`config.mk`:
```
export PLATFORM = sky130hd
export DESIGN_NAME = sequential_signed_div8x4_flat
export DESIGN_NICKNAME = d
export VERILOG_FILES = /design/src/rtl/sequential_signed_div8x4_if.sv /design/src/rtl/sequential_signed_div8x4.sv /design/src/flat_wrapper.sv
export SDC_FILE = /design/constraint.sdc
export NUM_CORES = 1
export LEC_CHECK = 0
export ABC_AREA = 0
export CAP_MARGIN = 20
export CORE_ASPECT_RATIO = 1.5
export CORE_MARGIN = 4
export CORE_UTILIZATION = 58
export CTS_BUF_LIST = sky130_fd_sc_hd__clkbuf_8
export DETAILED_ROUTE_END_ITERATION = 6
export PLACE_DENSITY = 0.9
export SLEW_MARGIN = 20
export SYNTH_ARGS = -nofsm -noshare
export SYNTH_HDL_FRONTEND = slang
export SYNTH_SLANG_ARGS = --single-unit
```
`constraint.sdc`:
```
create_clock -name clk -period 2.5 [get_ports clk]
set_input_delay 0.25 -clock clk [delete_from_list [all_inputs] [get_ports clk]]
set_output_delay 0.25 -clock clk [all_outputs]
set_load 0.1 [all_outputs]
```
`src/rtl/sequential_signed_div8x4_if.sv`:
```
// -----------------------------------------------------------------------------
// sequential_signed_div8x4_if
// Start/operand/result bundle for the sequential signed divider.
//   St        start request (driven by master)
//   Dividend  2N-bit signed dividend (driven by master)
//   Divisor   N-bit signed divisor (driven by master)
//   Quot      N-bit signed quotient (driven by slave)
//   Rem       N-bit signed remainder (driven by slave)
//   V         overflow / divide-by-zero flag (driven by slave)
//   busy      operation in flight (driven by slave)
//   done      result valid, held until the next start (driven by slave)
// -----------------------------------------------------------------------------
interface sequential_signed_div8x4_if #(
  parameter int N = 4
);
  logic                  St;
  logic signed [2*N-1:0] Dividend;
  logic signed [N-1:0]   Divisor;
  logic signed [N-1:0]   Quot;
  logic signed [N-1:0]   Rem;
  logic                  V;
  logic                  busy;
  logic                  done;

  modport master (
    output St, Dividend, Divisor,
    input  Quot, Rem, V, busy, done
  );

  modport slave (
    input  St, Dividend, Divisor,
    output Quot, Rem, V, busy, done
  );
endinterface

```
`src/rtl/sequential_signed_div8x4.sv`:
```
// -----------------------------------------------------------------------------
// sequential_signed_div8x4
// Sequential signed divider: 2N-bit signed dividend / N-bit signed divisor.
// Works on magnitudes with a restoring shift/subtract loop producing one
// quotient bit per clock; signs are applied in the final cycle. Results follow
// truncating division (quotient toward zero, remainder takes dividend sign).
// A quotient that does not fit in +/-(2^(N-1)-1), or a zero divisor, is
// reported through V with Quot=Rem=0.
// Ports:
//   clk   rising-edge clock
//   rst   synchronous active-high reset
//   bus   slave side of sequential_signed_div8x4_if (St, Dividend, Divisor in;
//         Quot, Rem, V, busy, done out -- all outputs registered)
// Timing: St sampled in IDLE at edge 0; done rises at edge N+2, or at edge 1
// on overflow / divide-by-zero.
// -----------------------------------------------------------------------------
module sequential_signed_div8x4 #(
  parameter int N = 4
) (
  input  logic                       clk,
  input  logic                       rst,
  sequential_signed_div8x4_if.slave  bus
);

  localparam int CW = $clog2(N + 1);

  localparam logic [1:0] S_IDLE  = 2'd0;
  localparam logic [1:0] S_CHECK = 2'd1;
  localparam logic [1:0] S_DIV   = 2'd2;
  localparam logic [1:0] S_FIX   = 2'd3;

  // Magnitude of a 2N-bit two's-complement value; the most negative value
  // maps onto 2^(2N-1), which still fits in 2N unsigned bits.
  function automatic logic [2*N-1:0] mag_dividend(input logic signed [2*N-1:0] x);
    mag_dividend = x[2*N-1] ? -x : x;
  endfunction

  function automatic logic [N-1:0] mag_divisor(input logic signed [N-1:0] x);
    mag_divisor = x[N-1] ? -x : x;
  endfunction

  // Reattach a sign to an unsigned magnitude.
  function automatic logic signed [N-1:0] apply_sign(input logic neg,
                                                     input logic [N-1:0] m);
    apply_sign = neg ? -m : m;
  endfunction

  // Control and registered outputs
  logic [1:0]          r_state;
  logic [CW-1:0]       r_cnt;
  logic                r_busy;
  logic                r_done;
  logic                r_v;
  logic signed [N-1:0] r_quot;
  logic signed [N-1:0] r_rem;

  // Working datapath
  logic                r_sign_q;
  logic                r_sign_r;
  logic [2*N-1:0]      r_a;
  logic [N-1:0]        r_b;
  logic [N-1:0]        r_r;
  logic [N-1:0]        r_l;

  logic [2*N-1:0]      w_b_lim;
  logic                w_ovf;
  logic [N:0]          w_r_sh;
  logic                w_ge;
  logic [N-1:0]        w_r_sub;

  // Overflow when |quotient| >= 2^(N-1), i.e. A >= B * 2^(N-1).
  assign w_b_lim = {{N{1'b0}}, r_b} << (N - 1);
  assign w_ovf   = (r_b == '0) || (r_a >= w_b_lim);

  // One restoring step. The partial remainder held in r_r is always < B, so
  // it fits in N bits; only the shifted value needs the extra top bit.
  assign w_r_sh  = {r_r, r_l[N-1]};
  assign w_ge    = (w_r_sh >= {1'b0, r_b});
  assign w_r_sub = w_r_sh[N-1:0] - r_b;

  // Control FSM: IDLE -> CHECK -> DIV (N cycles) -> FIX -> IDLE
  always_ff @(posedge clk) begin
    if (rst) begin
      r_state <= S_IDLE;
      r_cnt   <= '0;
      r_busy  <= 1'b0;
      r_done  <= 1'b0;
      r_v     <= 1'b0;
      r_quot  <= '0;
      r_rem   <= '0;
    end else begin
      case (r_state)
        S_IDLE: begin
          if (bus.St) begin
            r_busy  <= 1'b1;
            r_done  <= 1'b0;
            r_state <= S_CHECK;
          end
        end
        S_CHECK: begin
          if (w_ovf) begin
            r_v     <= 1'b1;
            r_quot  <= '0;
            r_rem   <= '0;
            r_done  <= 1'b1;
            r_busy  <= 1'b0;
            r_state <= S_IDLE;
          end else begin
            r_v     <= 1'b0;
            r_cnt   <= CW'(N);
            r_state <= S_DIV;
          end
        end
        S_DIV: begin
          r_cnt <= r_cnt - CW'(1);
          if (r_cnt == CW'(1)) begin
            r_state <= S_FIX;
          end
        end
        default: begin
          r_quot  <= apply_sign(r_sign_q, r_l);
          r_rem   <= apply_sign(r_sign_r, r_r);
          r_done  <= 1'b1;
          r_busy  <= 1'b0;
          r_state <= S_IDLE;
        end
      endcase
    end
  end

  // Datapath: operand capture, initial split, shift/subtract
  always_ff @(posedge clk) begin
    case (r_state)
      S_IDLE: begin
        if (bus.St) begin
          r_sign_q <= bus.Dividend[2*N-1] ^ bus.Divisor[N-1];
          r_sign_r <= bus.Dividend[2*N-1];
          r_a      <= mag_dividend(bus.Dividend);
          r_b      <= mag_divisor(bus.Divisor);
        end
      end
      S_CHECK: begin
        r_r <= r_a[2*N-1:N];
        r_l <= r_a[N-1:0];
      end
      S_DIV: begin
        r_r <= w_ge ? w_r_sub : w_r_sh[N-1:0];
        r_l <= {r_l[N-2:0], w_ge};
      end
      default: begin
      end
    endcase
  end

  assign bus.Quot = r_quot;
  assign bus.Rem  = r_rem;
  assign bus.V    = r_v;
  assign bus.busy = r_busy;
  assign bus.done = r_done;

endmodule

```
`src/flat_wrapper.sv`:
```
// flat-port wrapper written by rule: the top's interface ports become plain ports
module sequential_signed_div8x4_flat 
#(
  parameter int N = 4
)
  (clk, rst, bus_St, bus_Dividend, bus_Divisor, bus_Quot, bus_Rem, bus_V, bus_busy, bus_done);
  sequential_signed_div8x4_if #(.N(N)) bus_i ();
  input  logic clk;
  input  logic rst;
  input wire logic [$bits(bus_i.St)-1:0] bus_St;
  input wire logic [$bits(bus_i.Dividend)-1:0] bus_Dividend;
  input wire logic [$bits(bus_i.Divisor)-1:0] bus_Divisor;
  output wire logic [$bits(bus_i.Quot)-1:0] bus_Quot;
  output wire logic [$bits(bus_i.Rem)-1:0] bus_Rem;
  output wire logic [$bits(bus_i.V)-1:0] bus_V;
  output wire logic [$bits(bus_i.busy)-1:0] bus_busy;
  output wire logic [$bits(bus_i.done)-1:0] bus_done;
  assign bus_i.St = bus_St;
  assign bus_i.Dividend = bus_Dividend;
  assign bus_i.Divisor = bus_Divisor;
  assign bus_Quot = bus_i.Quot;
  assign bus_Rem = bus_i.Rem;
  assign bus_V = bus_i.V;
  assign bus_busy = bus_i.busy;
  assign bus_done = bus_i.done;
  sequential_signed_div8x4 #(.N(N)) u_core (.clk(clk), .rst(rst), .bus(bus_i));
endmodule
```
==> flow_summary.yaml <==
flow_run:
  maxCapViolCount: 0
global_routing:
  top_usage_layer: "met2"
  grt_max_degree: 15
  grt_first_pass_wirelength_um: 7279
  grt_antenna_before_repair: 0
  gr-usage-met3: 0.04799
  grtUsageMet2: 0.3632
  gr-usage-met1: 0.1841
  track_usage: 0.1958
  grt_pass1_vias: 1731
  gr-total-overflow: 0
clocking:
  path_clk_slew_ns: 0.08
  numCtsBuffers: 5
  clock_sinks: 38
  h-tree-depth: 2
  clock_path_buffers: 2
  clk_latency_ns: 0.29
  post_cts_buffers: 0
  cts_resized: 0
  cts_root_buf: "clkbuf_8"
  tritoncts: "built"
  cts_hold_buf: 0
floorplanning:
  rows: 27
  die_h_um: 84.07
  dieArea_um2: 4935
  io_pins: 26
  core_um2: 3682
  initial_core_util: 0.6075
  die_width_um: 58.71
sta:
  finalCriticalPeriod_ns: 1.992
  final-setup-viol-count: 0
  fmax_ghz: 0.5020
  hold_violations: 0
  tightest_slew_ns: 0.6453
  slew_headroom: 0.5698
  fin_tns_setup_ns: 0
  final-max-slew-violation-count: 0
  rsz0062_at_grt: "false"
  worst_slack_ns: 0.5081
  finalCritPeriodShare: 0.7968
  clock_skew_ns: 0.004538
critical_path:
  required_ns: 2.72
  r2r_cells: 6
  rr_startpoint: "u_core.r_b[1]"
  r2r_slack_ns: 0.51
  worstSetupEndpoint: "u_core.bus.Rem[1]"
  startpoint: "u_core.r_b[1]"
  worstSetupPathType: "reg2reg"
  cp-end-kind: "register"
  r2r_end: "u_core.bus.Rem[1]"
  critPathArrivalTime_ns: 2.21
  critPathMaxFanout: 7
  crit_path_start_kind: "register"
yosys:
  synth_top_area_frac: 0.2953
  ys.warnings.count: 0
  synth_cells: 220
  synth_seq_area_share: 0.4385
  ys_ff_latch: 38
  syn_area_um2: 2237
  yosys-top-cells-area: "edfxtp_1 (30%), dfxtp_1 (14%), ha_1 (9.5%)"
  synth_flop_cell: "edfxtp_1"
  synth.distinct_cells: 53
  synth_top_area_cell: "edfxtp_1"
  synth-async-reset-ratio: 0
  postSynthAreaPerCell_um2: 10.17
  synth_edf_count: 22
  syn_nets: 253
final_layout:
  final-seq-area_um2: 980.9
  layout_common_cells: "nand2_1 (27), edfxtp_1 (22), inv_1 (19)"
  n_fill_cell: 266
  area_growth_syn_to_layout_pct: 16.22
  antenna_cells: 0
  drive_gt1_frac: 0.1174
  final_common_cell: "nand2_1"
  final_nets: 279
  multiInputGateArea_um2: 1150
routing:
  drcViolationCount: 0
  antenna_left: 0
  vias: 1686
  routed_wl_um: 4414
  firstDrtPassIters: 4
  first_iter_violations: 45
  post_drt_wl_per_cell_um: 15.22
  avgViaCountPerCell: 5.814
place:
  port_buffers: 25
  gp_congestion: 0.9380
  dp_slack_ns: 0.5032
  place_hpwl_um: 3467
pwr:
  ir_drop_mv: 0.6219
  totalPowerFinal_mw: 2.250
  power_density_nw_per_um2: 865.3
  leakagePower_nw: 1.043
min_path:
  hold_path.class: "reg2reg"
run_status:
  outcome: "completed"
==> flip-flops by register name, indices dropped and copies added (netlist names), 2 cells and up <==
name / count
u_core.r_cnt: 3
u_core.r_a: 8
u_core.r_b: 4
u_core.r_l: 4
u_core.r_state: 2
u_core.r_r: 4
u_core.bus.Quot: 4
u_core.bus.Rem: 4
==> power by group <==
part / internal, mW / switching [mW]
logic: 0.291 / 0.574
registers: 0.788 / 0.0728
clock network: 0.297 / 0.227
total: 1.38 / 0.874
==> worst max-delay path, stage by stage, from the launching register on <==
cell and delay (ns):
edfxtp_1 0.43, inv_1 0.11, ha_1 0.24, and3b_1 0.21, o21a_4 0.25, o31ai_4 0.45
mux2i_1 0.24
==> through the flow <==
step | cells | hold WS, ns | utilization | cell area, um^2
CTS | 290 | 0.4647 | 0.7061 | 2600
global route | 290 | 0.4913 | 0.7061 | 2600
global placement | 282 | 0.4437 | 0.6752 | 2486
finish | 290 | 0.4614 | 0.7061 | 2600
detailed placement | 282 | 0.4543 | 0.6752 | 2486
floorplan | 220 | 0.3489 | - | 2237
==> how the worst min path moves through the flow <==
stage | start | to | depth (start not counted)
after floorplan | bus_Dividend[0] | u_core.r_a[0] | 0
after global placement | u_core.bus.Rem[2] | u_core.bus.Rem[2] | 2
after detailed placement | u_core.bus.Rem[2] | u_core.bus.Rem[2] | 2
after CTS | u_core.bus.Rem[2] | u_core.bus.Rem[2] | 2
after global routing | u_core.bus.done | u_core.bus.done | 2
final | u_core.bus.Quot[3] | u_core.bus.Quot[3] | 2
==> Yosys cell counts (all sizes together), types with 2 or more instances <==
master,instances
a21o,3
a21oi,2
a31oi,4
and2,2
and3,2
buf,3
clkbuf,4
dfxtp,16
edfxtp,22
ha,17
inv,19
mux2,2
mux2i,8
nand2,27
nand2b,7
nand3,7
nand4,2
nor2,12
nor2b,3
nor4,3
nor4b,2
o21a,2
o21ai,10
o31a,3
o31ai,6
o32ai,2
o41ai,2
or3,3
xnor2,11
==> routing by layer <==
layer  wire length (um)  vias to the layer above
met5                  0                        -
met4                176                        0
met3                168                       16
met2               2454                       42
met1               1615                      786
li1                   -                      842
==> cells by family (layout without fill, tap and decap cells) <==
kind of cell               Yosys count  after routing  share of synthesized area
xor gates and xnor gates            12             12                    0.04698
AOI/OAI and AO/OA                   40             40                     0.1354
muxes                               10             10                    0.04586
DFF                                 38             38                     0.4385
buffers and inverters               26             53                    0.04753
adders and majority gates           18             18                     0.1040
and+or+nand+nor                     76             76                     0.1818
==> area by class of cell <==
| type | instances | share of cell area |
|---|---|---|
| Clock inverter | 3 | 0.01732 |
| Tap cell | 43 | 0.02069 |
| Clock buffer | 5 | 0.02647 |
| Multi-Input combinational cell | 156 | 0.4423 |
| Timing Repair Buffer | 26 | 0.08855 |
| Inverter | 19 | 0.02743 |
| Sequential cell | 38 | 0.3773 |
No activity file was read; power rests on OpenSTA's default activity.
